`src/rtl/matrix_display_pkg.sv`:
```
// Shared types and constants for the dot-matrix column scanner.
// Holds the glyph table, the per-column record and an index-width helper.
// The glyph table fixes the default code width (3) and row count (7).
package matrix_display_pkg;

  localparam int PKG_COLUMN_SIZE = 7;
  localparam int PKG_CODE_WIDTH  = 3;
  localparam int PKG_ENTRIES     = 2 ** PKG_CODE_WIDTH;

  // Row patterns indexed by symbol code; bit 0 is the top row.
  localparam logic [PKG_COLUMN_SIZE-1:0] PATTERN [PKG_ENTRIES] = '{
    7'h00, 7'h7F, 7'h41, 7'h2A, 7'h1C, 7'h55, 7'h63, 7'h08
  };

  // One stored column: which symbol, whether it is lit, whether it blinks.
  typedef struct packed {
    logic [PKG_CODE_WIDTH-1:0] code;
    logic                      enable;
    logic                      blink;
  } column_t;

  // Width of a counter/index addressing n items; never narrower than 1 bit.
  function automatic int idx_w(input int n);
    return (n <= 2) ? 1 : $clog2(n);
  endfunction

endpackage

```
`src/rtl/column_pattern_rom.sv`:
```
// Combinational symbol-code to row-pattern lookup.
// Latency: zero cycles (pure logic).
// Backpressure: none; output follows code immediately.
module column_pattern_rom
  import matrix_display_pkg::*;
#(
  parameter int COLUMN_SIZE = PKG_COLUMN_SIZE,
  parameter int CODE_WIDTH  = PKG_CODE_WIDTH
) (
  input  logic [CODE_WIDTH-1:0]  code,
  output logic [COLUMN_SIZE-1:0] pattern
);

  // Table lookup of the glyph for the requested code.
  always_comb begin
    pattern = PATTERN[code];
  end

endmodule

```
`src/rtl/matrix_display_scanner.sv`:
```
// Time-multiplexed dot-matrix driver: per-column symbol store, column scan with blanking, blink.
// Latency: all outputs registered; a write to the shown column appears the cycle after acceptance.
// Backpressure: load_ready is low only during reset and the cycle it is released; one write per cycle otherwise.
module matrix_display_scanner
  import matrix_display_pkg::*;
#(
  parameter  int COLUMN_SIZE   = 7,
  parameter  int TOTAL_COLUMNS = 5,
  parameter  int CODE_WIDTH    = 3,
  parameter  int SCAN_DIV      = 50000,
  parameter  int BLINK_FRAMES  = 32,
  localparam int IDX_W         = idx_w(TOTAL_COLUMNS)
) (
  input  logic                     clk,
  input  logic                     reset_n,
  input  logic                     load_valid,
  output logic                     load_ready,
  input  logic [IDX_W-1:0]         load_index,
  input  logic [CODE_WIDTH-1:0]    load_code,
  input  logic                     load_enable,
  input  logic                     load_blink,
  output logic                     load_error,
  output logic [TOTAL_COLUMNS-1:0] column_select,
  output logic [COLUMN_SIZE-1:0]   row_data,
  output logic                     frame_tick
);

  localparam int DIV_W = idx_w(SCAN_DIV);
  localparam int BLK_W = idx_w(BLINK_FRAMES);

  column_t cols [TOTAL_COLUMNS];

  logic [DIV_W-1:0] divider, div_next;
  logic [IDX_W-1:0] scan_idx, idx_next;
  logic [BLK_W-1:0] blink_cnt, blink_cnt_next;
  logic             blink_phase, phase_next;
  logic             div_last, frame_wrap;
  logic             accept, idx_ok;
  column_t          wr_rec, shown;
  logic [COLUMN_SIZE-1:0] shown_pattern;

  // Next scan position and blink state; outputs are built from these so they line up with the state.
  always_comb begin
    div_last       = (divider == DIV_W'(SCAN_DIV - 1));
    frame_wrap     = div_last && (scan_idx == IDX_W'(TOTAL_COLUMNS - 1));
    div_next       = div_last ? '0 : divider + DIV_W'(1);
    idx_next       = scan_idx;
    blink_cnt_next = blink_cnt;
    phase_next     = blink_phase;
    if (div_last) begin
      idx_next = frame_wrap ? '0 : scan_idx + IDX_W'(1);
    end
    if (frame_wrap) begin
      if (blink_cnt == BLK_W'(BLINK_FRAMES - 1)) begin
        blink_cnt_next = '0;
        phase_next     = ~blink_phase;
      end else begin
        blink_cnt_next = blink_cnt + BLK_W'(1);
      end
    end
  end

  // Write decode plus bypass so a write to the column about to be shown is seen without an extra cycle.
  always_comb begin
    accept = load_valid && load_ready;
    idx_ok = (int'(load_index) < TOTAL_COLUMNS);
    wr_rec = '{code: load_code, enable: load_enable, blink: load_blink};
    shown  = cols[idx_next];
    if (accept && idx_ok && (load_index == idx_next)) begin
      shown = wr_rec;
    end
  end

  column_pattern_rom #(
    .COLUMN_SIZE (COLUMN_SIZE),
    .CODE_WIDTH  (CODE_WIDTH)
  ) u_rom (
    .code    (shown.code),
    .pattern (shown_pattern)
  );

  // State and registered outputs; divider position 0 of every slot is a blanking cycle.
  always_ff @(posedge clk) begin
    if (!reset_n) begin
      for (int i = 0; i < TOTAL_COLUMNS; i++) begin
        cols[i] <= '0;
      end
      divider       <= '0;
      scan_idx      <= '0;
      blink_cnt     <= '0;
      blink_phase   <= 1'b0;
      load_ready    <= 1'b0;
      load_error    <= 1'b0;
      frame_tick    <= 1'b0;
      column_select <= '1;
      row_data      <= '0;
    end else begin
      if (accept && idx_ok) begin
        cols[load_index] <= wr_rec;
      end
      divider     <= div_next;
      scan_idx    <= idx_next;
      blink_cnt   <= blink_cnt_next;
      blink_phase <= phase_next;
      load_ready  <= 1'b1;
      load_error  <= accept && !idx_ok;
      frame_tick  <= frame_wrap;
      if (div_next == '0) begin
        column_select <= '1;
        row_data      <= '0;
      end else begin
        column_select <= ~(TOTAL_COLUMNS'(1) << idx_next);
        row_data      <= (shown.enable && !(shown.blink && phase_next)) ? shown_pattern : '0;
      end
    end
  end

endmodule

```
`config.mk`:
```
export PLATFORM = sky130hd
export DESIGN_NAME = matrix_display_scanner
export DESIGN_NICKNAME = d
export VERILOG_FILES = /design/src/rtl/matrix_display_pkg.sv /design/src/rtl/column_pattern_rom.sv /design/src/rtl/matrix_display_scanner.sv
export SDC_FILE = /design/constraint.sdc
export NUM_CORES = 1
export LEC_CHECK = 0
export CAP_MARGIN = 0
export CORE_UTILIZATION = 50
export CTS_CLUSTER_DIAMETER = 100
export DETAILED_ROUTE_END_ITERATION = 8
export GPL_TIMING_DRIVEN = 1
export HOLD_SLACK_MARGIN = 0.02
export PLACE_DENSITY = 0.69
export RECOVER_POWER = 100
export SLEW_MARGIN = 40
export SYNTH_ARGS = -nofsm -noshare
export SYNTH_HDL_FRONTEND = slang
export SYNTH_SLANG_ARGS = --single-unit
```
`constraint.sdc`:
```
create_clock -name clk -period 6.58 [get_ports clk]
set_input_delay 1.645 -clock clk [delete_from_list [all_inputs] [get_ports clk]]
set_output_delay 1.645 -clock clk [all_outputs]
set_load 0.03 [all_outputs]
```
==> results.yml <==
status:
  status: "completed"
yosys:
  synth_top_family_by_area: "simple AND/OR/NAND/NOR gates"
  synthArstFlopShare_pct: 0
  yosys_warnings: 0
  ys.flop_type: "edfxtp_1"
  synthCells: 356
  muxShareOfSynthArea_pct: 7.354
  syn_avg_cell_area_um2: 10.56
  synth_compound_area_share_pct: 10.02
  ys_seq_elements: 77
  ys_seq_area_share_pct: 51.65
  syn_area_um2: 3760
  synth_cell_types: 58
  yosys.area_share.simple_pct: 21.36
  synth_edf_count: 40
  synth_fa_ha_area_share_pct: 2.329
  synth_xor_xnor_area_share_pct: 3.960
layout:
  nets: 411
  seqCellArea_um2: 1942
  layout-drive-gt1-share_pct: 8.543
  fin_area_um2: 4339
  nFillCells: 645
  n_antenna_cell: 0
  multi_input_area_um2: 1744
  area_growth_pct: 15.41
sta:
  worst_slew_pin_slew_ns: 0.7287
  setup_viol: 0
  hold_viol_final: 0
  clock_skew_ns: 0.006963
  tns_ns: 0
  final_max_slew_viol_count: 0
  rsz0062_at_grt: "false"
  fin_crit_ns: 4.410
  finalCritPeriodShare_pct: 67.02
  relSlewSlack_pct: 50.97
  clock.fmax_mhz: 226.7
routing:
  via_per_inst: 5.435
  drt_wl_total_um: 7647
  dr_total_vias: 2701
  drc: 0
  route.detailed.wl_per_inst_um: 15.39
  drtIter0Drc: 166
  antenna_left: 0
  firstDrtPassIters: 4
clock_network:
  cts_root_buffer: "clkbuf_8"
  clk_latency_ns: 0.33
  cts_tree: "done"
  cts_hold_buf: 0
  clk_pin_slew_ns: 0.08
  cts.sinks: 77
  htreeDepth: 3
  cts_resized: 0
  cts-buffers-inserted: 9
  clk_path_buf_depth: 2
  post-cts-setup-buffers: 0
global_route:
  antenna_found_initial: 0
  grt.total_usage_pct: 21.50
  gr-total-overflow: 0
  grt_pass1_vias: 2425
  grt_pass1_wl_um: 12290
  grt_max_degree: 21
power_and_ir_drop:
  leakagePower_uw: 0.001603
  vdd_drop_max_v: 0.0001706
  power_density_nw_per_um2: 230.3
die:
  die_w_um: 88.72
  die_h_um: 88.72
  die_area_um2: 7870
  io_pins: 26
  core_area_um2: 7253
  initial_utilization_pct: 51.84
  rows: 31
setup_path:
  reg2reg_from: "divider[0]$_SDFF_PN0_"
  worstPathArrival_ns: 4.38
  crit_required_ns: 6.55
  crit_type: "in -> reg"
  worstRegToRegCells: 13
  crit_path_end_kind: "flip-flop"
  cp_max_fo: 20
  rr_endpoint: "row_data[5]$_SDFF_PP0_"
  start_kind: "input port"
  rrSetupSlack_ns: 2.53
placement:
  gp_congestion: 0.8454
  dpl_cell_area_um2: 4106
  dp_hpwl_um: 5559
  portBuffers: 25
worst_hold_path:
  hp-class: "reg -> reg"
  whs_path_depth: 1
  min_delay_worst_endpoint: "divider[0]$_SDFF_PN0_"
  min_from: "divider[0]$_SDFF_PN0_"
job:
  maxCapViolCount: 0
-- cell usage after synthesis, types with 5 or more instances --
cell type | instances | area, um^2
buf_4 | 5 | 37.54
inv_1 | 8 | 30.03
clkbuf_1 | 6 | 22.52
o21ai_0 | 9 | 45.04
ha_1 | 7 | 87.58
nand2_1 | 19 | 71.32
xnor2_1 | 11 | 96.34
and2_1 | 14 | 87.58
nand3_1 | 17 | 85.08
dfxtp_1 | 37 | 740.7
a21oi_1 | 11 | 55.05
xor2_1 | 6 | 52.55
nor2_1 | 41 | 153.9
o211ai_1 | 6 | 45.04
nor3_1 | 15 | 75.07
and3_1 | 15 | 93.84
edfxtp_1 | 40 | 1201
mux2i_1 | 16 | 160.2
-- flip-flops by register name (all words and copies together), names as in the netlist --
| name | cells |
|---|---|
| cols | 40 |
| load_error | 1 |
| frame_tick | 1 |
| column_select | 5 |
| blink_cnt | 5 |
| scan_idx | 3 |
| blink_phase | 1 |
| load_ready | 1 |
| divider | 16 |
| row_data | 4 |
-- through the flow --
stage          setup slack, ns  instances  power [uW]  hold WS, ns  utilization [%]
4_1_cts                  2.255        497        1010       0.4974            59.89
6_report                 2.170        497       999.2       0.4934            59.82
2_1_floorplan            3.043        370       568.9       0.4492                -
3_3_place_gp             2.112        481       591.8       0.4738            56.62
5_1_grt                  1.862        497        1035       0.5333            59.82
3_5_place_dp             1.892        481       593.2       0.4833            56.62
-- final cells by class --
cell class              count  share of cell area, %
inverters                   9                 0.7785
repair buffers             26                  5.940
clock buffers               9                  2.855
well taps                  99                  2.855
multi-input cells         270                  40.20
clock inverters             7                  2.624
flip-flops and latches     77                  44.75
-- cells in the final DEF (no fill, tap or decap), types with 4 or more instances in the layout --
master and instances:
nor2_1 41, edfxtp_1 40, dfxtp_1 37, dlygate4sd3_1 22
nand2_1 19, nand3_1 17, mux2i_1 16, nor3_1 16
and2_0 16, and3_1 15, conb_1 15, a21oi_1 11
xnor2_1 11, o21ai_0 9, clkbuf_8 9, inv_1 8
ha_1 7, xor2_1 6, o211ai_1 6, nor4_1 4
mux2_2 4
-- worst max path at each step --
stage	startpoint	end	slack [ns]	depth (start not counted)
after floorplan	load_index[1]	row_data[5]$_SDFF_PP0_	3.04	11
after global placement	reset_n	cols[3][3]$_SDFFCE_PN0P_	2.11	5
after detailed placement	reset_n	cols[1][0]$_SDFFCE_PN0P_	1.89	5
after CTS	reset_n	cols[1][0]$_SDFFCE_PN0P_	2.26	5
after global routing	reset_n	cols[1][1]$_SDFFCE_PN0P_	1.86	5
final	reset_n	cols[1][0]$_SDFFCE_PN0P_	2.17	5
-- cell families (layout without fill, tap and decap cells) --
| family | after synthesis | count (layout) |
|---|---|---|
| DFF | 77 | 77 |
| adders and majority gates | 7 | 7 |
| muxes | 25 | 25 |
| buffers and inverters | 23 | 51 |
| and+or+nand+nor | 152 | 152 |
| AOI/OAI and AO/OA | 54 | 54 |
| xor gates and xnor gates | 17 | 17 |
| other | 1 | 15 |
-- layer usage --
metal	up-vias	global-route usage [%]	wire, um
met3	4	3.451	404
met5	-	0	0
li1	1359	-	-
met4	0	8.944	62
met1	1264	30.55	3695
met2	74	32.73	3485
-- critical path: stages --
cell and delay, ns:
dlygate4sd3_1 0.74, inv_1 0.39, nor3_1 0.67, nand2_1 0.31
o21ai_0 0.62
-- power by group --
part | internal (uW) | switching [uW] | total (uW) | leakage [uW]
registers | 520 | 6.81 | 527 | 0.000715
logic | 19.2 | 34.5 | 53.6 | 0.000775
clock network | 250 | 169 | 419 | 0.000113
No activity file was read; power rests on OpenSTA's default activity.
